**src/rtl/sudoku_check_seq.sv**
```systemverilog
// sudoku_check_seq: sequencing controller for the Sudoku check datapath.
//
// Accepts 81 cell digits row-major over a valid/ready stream and packs them into
// the hex bus feeding the external hex2bin converter. After a settle delay it walks
// the returned one-hot bus through all 27 constraint groups (rows, columns, boxes),
// one group per cycle, and reports a pass/fail verdict with a one-cycle done pulse.
//
// Optional feature macro: SUDOKU_ERRIDX_EN adds the err_group port (first failing
// group index, 5'd31 when none has failed).
//
// Ports:
//   clk         clock, rising edge
//   rst_n       asynchronous active-low reset
//   abort       synchronous abort back to idle (highest priority)
//   cell_valid  cell stream valid
//   cell_ready  cell stream ready (idle/load only)
//   cell_data   digit 1..9, anything else is a blank/invalid cell
//   hex         packed board, cell i at hex[4i+3:4i]
//   bin         one-hot board from hex2bin, cell i at bin[9i+8:9i]
//   busy        high while loading, settling or checking
//   done        one-cycle verdict pulse
//   pass        board valid, held until the next accepted cell
//   err_group   first failing group (SUDOKU_ERRIDX_EN only)
module sudoku_check_seq #(
  parameter int unsigned SETTLE_CYCLES = 1
) (
  input  logic         clk,
  input  logic         rst_n,
  input  logic         abort,
  input  logic         cell_valid,
  output logic         cell_ready,
  input  logic [3:0]   cell_data,
  output logic [323:0] hex,
  input  logic [728:0] bin,
  output logic         busy,
  output logic         done,
  output logic         pass
`ifdef SUDOKU_ERRIDX_EN
  ,
  output logic [4:0]   err_group
`endif
);

  localparam logic [6:0] LastCell   = 7'd80;
  localparam logic [4:0] LastGroup  = 5'd26;
  localparam logic [2:0] SettleLast = (SETTLE_CYCLES == 0) ? 3'd0 : 3'(SETTLE_CYCLES - 1);

  typedef enum logic [2:0] {
    StIdle,
    StLoad,
    StSettle,
    StCheck,
    StDone
  } state_e;

  state_e         state_q;
  logic [6:0]     cell_q;
  logic [2:0]     settle_q;
  logic [4:0]     grp_q;
  logic [323:0]   hex_q;
  logic           pass_q;
  logic           done_q;
`ifdef SUDOKU_ERRIDX_EN
  logic [4:0]     err_q;
`endif

  // Cell index (row*9 + col) of member k of group g.
  function automatic int group_cell(int g, int k);
    int b;
    b = g - 18;
    if (g < 9) begin
      return g * 9 + k;
    end else if (g < 18) begin
      return k * 9 + (g - 9);
    end
    return (3 * (b / 3) + k / 3) * 9 + 3 * (b % 3) + k % 3;
  endfunction

  function automatic logic is_onehot9(logic [8:0] s);
    return (s != 9'd0) && ((s & (s - 9'd1)) == 9'd0);
  endfunction

  // All 27 group verdicts are formed in parallel from bin; the walk selects one
  // per cycle. Upper bits are padding so any 5-bit index is in range.
  logic [31:0] group_ok;

  for (genvar g = 0; g < 27; g++) begin : g_group
    logic [8:0] or_acc;
    logic       slices_ok;

    always_comb begin
      or_acc    = '0;
      slices_ok = 1'b1;
      for (int k = 0; k < 9; k++) begin
        or_acc    = or_acc | bin[9 * group_cell(g, k) +: 9];
        slices_ok = slices_ok & is_onehot9(bin[9 * group_cell(g, k) +: 9]);
      end
    end

    // Exactly one bit per cell and full coverage means no blanks and no duplicates.
    assign group_ok[g] = slices_ok && (or_acc == 9'h1FF);
  end

  assign group_ok[31:27] = '0;

  always_ff @(posedge clk or negedge rst_n) begin
    if (!rst_n) begin
      state_q  <= StIdle;
      cell_q   <= '0;
      settle_q <= '0;
      grp_q    <= '0;
      hex_q    <= '0;
      pass_q   <= 1'b0;
      done_q   <= 1'b0;
`ifdef SUDOKU_ERRIDX_EN
      err_q    <= 5'd31;
`endif
    end else if (abort) begin
      // hex_q and err_q are deliberately retained.
      state_q  <= StIdle;
      cell_q   <= '0;
      settle_q <= '0;
      grp_q    <= '0;
      pass_q   <= 1'b0;
      done_q   <= 1'b0;
    end else begin
      done_q <= 1'b0;
      unique case (state_q)
        StIdle, StLoad: begin
          if (cell_valid) begin
            hex_q[{cell_q, 2'b00} +: 4] <= cell_data;
            if (state_q == StIdle) begin
              pass_q <= 1'b0;
`ifdef SUDOKU_ERRIDX_EN
              err_q  <= 5'd31;
`endif
            end
            if (cell_q == LastCell) begin
              cell_q <= '0;
              if (SETTLE_CYCLES == 0) begin
                state_q <= StCheck;
                grp_q   <= '0;
                pass_q  <= 1'b1;
              end else begin
                state_q  <= StSettle;
                settle_q <= '0;
              end
            end else begin
              cell_q  <= cell_q + 7'd1;
              state_q <= StLoad;
            end
          end
        end

        StSettle: begin
          if (settle_q == SettleLast) begin
            settle_q <= '0;
            grp_q    <= '0;
            pass_q   <= 1'b1;
            state_q  <= StCheck;
          end else begin
            settle_q <= settle_q + 3'd1;
          end
        end

        StCheck: begin
          if (!group_ok[grp_q]) begin
            pass_q <= 1'b0;
`ifdef SUDOKU_ERRIDX_EN
            // pass_q still high means this is the first failure.
            if (pass_q) begin
              err_q <= grp_q;
            end
`endif
          end
          if (grp_q == LastGroup) begin
            grp_q   <= '0;
            done_q  <= 1'b1;
            state_q <= StDone;
          end else begin
            grp_q <= grp_q + 5'd1;
          end
        end

        StDone: begin
          state_q <= StIdle;
        end

        default: begin
          state_q <= StIdle;
        end
      endcase
    end
  end

  always_comb begin
    cell_ready = (state_q == StIdle) || (state_q == StLoad);
    busy       = (state_q == StLoad) || (state_q == StSettle) || (state_q == StCheck);
  end

  assign hex  = hex_q;
  assign done = done_q;
  assign pass = pass_q;
`ifdef SUDOKU_ERRIDX_EN
  assign err_group = err_q;
`endif

endmodule

```
**config.mk**
```make
export PLATFORM = sky130hd
export DESIGN_NAME = sudoku_check_seq
export DESIGN_NICKNAME = d
export VERILOG_FILES = /design/src/rtl/sudoku_check_seq.sv
export SDC_FILE = /design/constraint.sdc
export NUM_CORES = 2
export LEC_CHECK = 0
export BUFFER_PORTS_ARGS = -buffer_cell sky130_fd_sc_hd__buf_2
export CAP_MARGIN = 10
export CORE_AREA = 5 5 409 411
export CTS_BUF_LIST = sky130_fd_sc_hd__clkbuf_8 sky130_fd_sc_hd__clkbuf_16
export CTS_CLUSTER_DIAMETER = 30
export DETAILED_ROUTE_END_ITERATION = 12
export DIE_AREA = 0 0 414 416
export SYNTH_ARGS = -nofsm -noshare
export SYNTH_HDL_FRONTEND = slang
export SYNTH_SLANG_ARGS = --single-unit
```
**constraint.sdc**
```tcl
create_clock -name clk -period 3.45 [get_ports clk]
set_input_delay 0.5175 -clock clk [delete_from_list [all_inputs] [get_ports clk]]
set_output_delay 0.5175 -clock clk [all_outputs]
set_load 0.005 [all_outputs]
```
**Word level (Yosys, flattened, before mapping)**

Cells that the tools add are included.

- Bits in registers: 344
- Output and inout port bits: 328

- Add/sub/neg operators: 85
- Bitwise gates (word level): 502
- Shift operators: 2
- Reduce and logical (&&, ||, !) cells: 287
- Multiplexer cells: 31
- Equal/unequal tests: 38
- Magnitude comparators: 1

Operator list:

| operator | count |
|---|---|
| $or 9x9->9 | 210 |
| $and 9x9->9 | 81 |
| $logic_not 9->1 | 81 |
| $reduce_bool 9->1 | 81 |
| $sub 9x1->9 const B | 81 |
| $bwmux 324 | 1 |
| $shift 4x11->324 const A | 1 |
| $shiftx 4x11->324 | 1 |
| $eq 9x9->1 const B | 27 |
| $and 1x1->1 | 210 |
| $logic_and 1x1->1 | 108 |
| $mux 7 | 4 |
| $mux 3 | 8 |
| $ne 3x3->1 const B | 6 |
| $mux 5 | 3 |
| $neg 9->11 | 1 |
| $pmux 5 s2 | 1 |
| $mux 1 | 9 |
| $pmux 3 s3 | 1 |
| $reduce_and 3->1 | 3 |
| $add 7x1->7 const B | 1 |
| $eq 7x7->1 const B | 1 |
| $eq 3x2->1 const B | 2 |
| $logic_not 3->1 | 2 |
| 17 further kinds | 22 |

**Logic depth before layout (Yosys ltp)**

- Word-level depth: 18
- Gate-level depth with buffers: 14
- Mapped depth without buffers: 11

**Worst setup path after synthesis**

OpenSTA, ideal clock, no wires.

- Path kind: in2reg
- Start: input port bin[487]
- End: register pass_q (netlist: pass)
- Data required time: 3322 ps
- Path buffers: 0
- Path slack: 2 ps
- Stages on the path: 10
- Arrival: 3321 ps
- Library setup time: 128 ps
- Cells stage by stage: or4_1 nor3_1 and3_1 o31ai_1 or4_1 or4_1 o41ai_1 a311oi_1 a311oi_1 mux2_1

- Longest elaborated chain between the ends: 17
- Elaborated cells between the ends (all ways): 49

RTL lines:

| item | line | source |
|---|---|---|
| start: declaration | 34 | `input logic [728:0] bin,` |
| $sub 9x1->9 | 80 | `return (s != 9'd0) && ((s & (s - 9'd1)) == 9'd0);` |
| $and 9x9->9 | 80 |  |
| $logic_not 9->1 | 80 |  |
| $logic_and 1x1->1 | 80 |  |
| $and 1x1->1 (8 in series) | 96 | `slices_ok = slices_ok & is_onehot9(bin[9 * group_cell(g, k) +: 9]);` |
| $logic_and 1x1->1 | 101 | `assign group_ok[g] = slices_ok && (or_acc == 9'h1FF);` |
| $bmux 1 s5 * | 167 | `if (!group_ok[grp_q]) begin` |
| $mux 1 (not written as such) * | 167 |  |
| $ne 3x3->1 (no line) * | - |  |
| $reduce_and 5->1 (no line) * | - |  |
| end signal: assignment | 143 | `pass_q <= 1'b1;` |
| end signal: assignment | 159 | `pass_q <= 1'b1;` |
| end signal: assignment | 168 | `pass_q <= 1'b0;` |
| end: declaration | 61 | `logic pass_q;` |

Every way passes the cells marked *; elsewhere a longest branch is shown, timed or not. The select of a mux whose other input is x is not followed.
A chain may end at the register's enable or synchronous reset.

**Final worst setup path**

- Start: input port bin[694]
- End: register pass_q (netlist: pass)

- Longest elaborated chain between the ends: 13
- Elaborated cells between the ends (all ways): 27

RTL lines:

| item | line |
|---|---|
| $sub 9x1->9 | 80 |
| $and 9x9->9 | 80 |
| $logic_not 9->1 | 80 |
| $logic_and 1x1->1 | 80 |
| $and 1x1->1 (4 in series) | 96 |
| $logic_and 1x1->1 | 101 |
| $bmux 1 s5 * | 167 |
| $mux 1 (not written as such) * | 167 |
| $ne 3x3->1 (no line) * | - |
| $reduce_and 5->1 (no line) * | - |

Marks and branches as above.

==> impl_results.md <==
- Peak supply drop: 395 µV
- Final Setup Violations: 0
- Largest net degree at the start of global routing: 81
- Min-delay worst type: primary input to flop
- Worst-margin pin slew: 1290 ps
- Min Clock Period, post-route: between 3000 and 4000 ps
- Critical register-to-register path endpoint: pass$_DFFE_PN0P_
- WL/cell: between 30 and 40 µm
- XOR/XNOR share of the synthesized area: 1.71%
- Total GRT Usage: ~31%
- R2R cell count: 12
- Mapped Area: about 27,000 µm²
- Initial core utilization: between 15 and 20%
- Via count: 40,500
- Die Area: around 170,000 µm²
- Syn_area_per_cell: about 8.3 µm²
- Crit path max fanout: 3
- HPWL after DPL: 249,000 µm
- Worst skew pair latency: roughly 640 ps
- Critical Path End Type: flop
- Main combinational cell family by area after synthesis: simple AND/OR/NAND/NOR gates
- Area Growth Syn to Fin: 59.5%
- Clk sink count: around 340
- Mapped Cells: between 3,000 and 4,000
- Slowest cell on the critical path: or4_1
- Initial drt markers: ~4,100
- Post-synth EDFFs: 0
- Levels on crit path: 13
- Clock Pin Slew Worst Setup and Hold Paths: roughly 50 ps
- Rel. slew slack: a little over an eighth
- Pins over their slew limit: 0
- Hold path depth: 3
- Vias in the first global route: approximately 39,000
- Seq. cell area: between 8000 and 9000 µm²
- Root Buffer: clkbuf_16
- CP startpoint kind: primary input
- Critical path's most frequent cell: buf_4
- Critical path endpoint: pass$_DFFE_PN0P_
- Synth Area in Compound Gates: between 10% and 20%
- Tcrit/Tclk final: about 100%
- Area of the core: 164,000 µm²
- Clk buf depth: 3
- Reg2reg start: grp_q[0]$_DFFE_PN0P_
- Yosys warns: 0
- Top delay family on crit path: simple AND/OR/NAND/NOR gates
- Pleak: about 0.020 µW
- Post-DRT Antenna Nets: 0
- Post-Route Setup TNS: 0 ps
- CP max stage delay: a little over 600 ps
- Max_cap viols: 0
- Multiplexer share of the synthesized area: between 10% and 20%
- Die height: about 420 µm
- Synthesis-stage register bit count: ~340
- Syn Nets: ~4,000
- Fmax: 290 MHz
- Adder-Cell Fraction of Synth Area: under 10%
- Vias/cell: 5.47
- Placer Congestion: roughly 1.1
- CP startpoint: bin[694]
- Main synth FF type: dfrtp_1
- Final WL: about 280,000 µm
- DRC: 0
- Worst-path cell chain: buf_2, or4_1, o21ai_1, or4bb_1, and3_1, nor3_2, buf_4, nand4_1, buf_4, o2111ai_1, a311oi_1, a311oi_2, mux2_1
- Crit Path Class: primary input to flop
- H-tree depth reported by CTS: 2
- First-pass GRT wire length: 365,000 µm
- WP data arrival: roughly 4000 ps
- Req. time, crit path: 3930 ps
- Die width: between 400 and 500 µm
- Fillers: ~18,000
- Buf+Inv Stages, Crit Path: 3
- Clock skew: approximately 47 ps
- Io pins: between 1,000 and 1,500
- CTS tree: built
- Layout cells sized above 1: between 40% and 50%
- Post-synthesis sequential area ratio: around a third
- Area occupied by multi-input gates: about 18,000 µm²
- Fin nets: slightly below 6,000
- Initial DRT Pass Iterations: 6
- RSZ-0062 raised after global routing: true
- Final Hold Fails: 0
- Initial antenna violation count: about 170
- Most common cell after layout, fill and taps aside: buf_2
- Status: finished clean
- Post-synthesis cell type count: 75
- Post-Synth Simple-Gate Area: between 30% and 40%
- Site Rows: roughly 150
- Reg2reg setup slack: 130 ps
- Port-buffer cells: 1,064
- Most frequent cells in the layout: buf_2, buf_4, nor2_1
- CTS Buf Count: 53
- Pwr per Cell Area: about 310 nW/µm²
- Fin Hold WS: around 290 ps
- Ys async rst share: 100%
- GRT overflow: 0
flip-flops by register name, summed over array words and instances, names as in the netlist:
name / count
hex: 324
cell_q: 7
grp_q: 5
settle_q: 3
state_q: 3
done: 1
pass: 1
worst min path at each step:
stage | startpoint | end | slack (ps)
floorplan | rst_n | cell_q[0]$_DFFE_PN0P_ | 220
detailed placement | hex[293]$_DFFE_PN0P_ | hex[293]$_DFFE_PN0P_ | 480
global placement | hex[292]$_DFFE_PN0P_ | hex[292]$_DFFE_PN0P_ | 480
CTS | abort | state_q[0]$_DFFE_PN0P_ | 240
global route | abort | state_q[0]$_DFFE_PN0P_ | 270
finish | abort | state_q[0]$_DFFE_PN0P_ | 290
cells in the mapped netlist, types with 11 or more instances:
cell type  number  area [µm²]
or3_1          48         300
a2111o_1       17         191
nor2b_1        12        75.1
o22ai_1        19         119
a21oi_1        46         230
nand3_1       217        1090
xnor2_1        29         254
nor4_1        216        1350
or4_1          79         593
maj3_1         62         621
o21a_1         21         158
xor2_1         24         210
or4b_2         22         220
mux2i_1        26         260
a2111oi_0      37         324
nor3b_1        37         278
nor4b_1        24         210
mux2_2        275        3100
dfrtp_1       344        8610
and3_1         38         238
o31ai_1        32         240
o211ai_1       13        97.6
a211oi_1       32         240
clkbuf_1       48         180
nand2b_1       21         131
nand4_1       121         757
nor3_1        319        1600
o41ai_1        11        96.3
nor2_1        501        1880
a31oi_1        30         188
o21ai_0       177         886
nand2_1       129         484
inv_1          40         150
or2_2          27         169
metal layers:
layer / GRT usage (%) / wire length, µm / up-vias
li1: - / - / 16700
met1: 33.0 / 98200 / 20000
met2: 52.2 / 132000 / 2849
met3: 8.11 / 23900 / 973
met4: 24.0 / 27300 / 74
met5: 0 / 517 / -
tightest hold or removal path: cells and delay by family:
family / cells / cell delay, ps
compound gates: 1 / 80
buf+inv: 2 / 250
timing repair:
action | in CTS | in global routing
setup buffers | 0 | 0
setup endpoints to repair | 1 | 56
hold buffers | 1 | 0
hold endpoints to repair | 30 | 0
pin swaps | 5 | 0
resized for setup | 24 | 20
metrics by stage:
step	cells	instance area, µm²	setup WS, ps	utilization [%]	total power, µW
floorplan	3268	27100	1.57	-	4980
global placement	7255	40900	-1050	25.0	7720
detailed placement	7255	40900	-1110	25.0	7730
CTS	7352	42900	2.80	26.2	13400
global route	7385	43100	-82.5	26.3	13800
finish	7413	43200	2.63	26.4	13500
layout make-up:
cell class                 instances  share of cell area (%)
antenna                           61                   0.353
timing repair buffer            1846                    26.0
clock inverter                    37                    1.11
multi-input combinational       2835                    42.6
tap                             2189                    6.34
clock buffer                      60                    3.29
sequential                       344                    19.9
inverter                          41                   0.356
cell families after synthesis:
logic type,Yosys count
adders and majority gates,71
buffers and inverters,89
muxes,302
xor gates and xnor gates,53
AOI/OAI and AO/OA,536
DFF,344
and+or+nand+nor,1873
report_power, final:
group	internal [µW]	switching (µW)	leakage [µW]	total (µW)
sequential	4100	31.5	0.00466	4130
clock	3480	2190	0.000908	5660
combinational	1260	2420	0.0143	3680
Note: power is estimated with default switching activity, not from simulation.
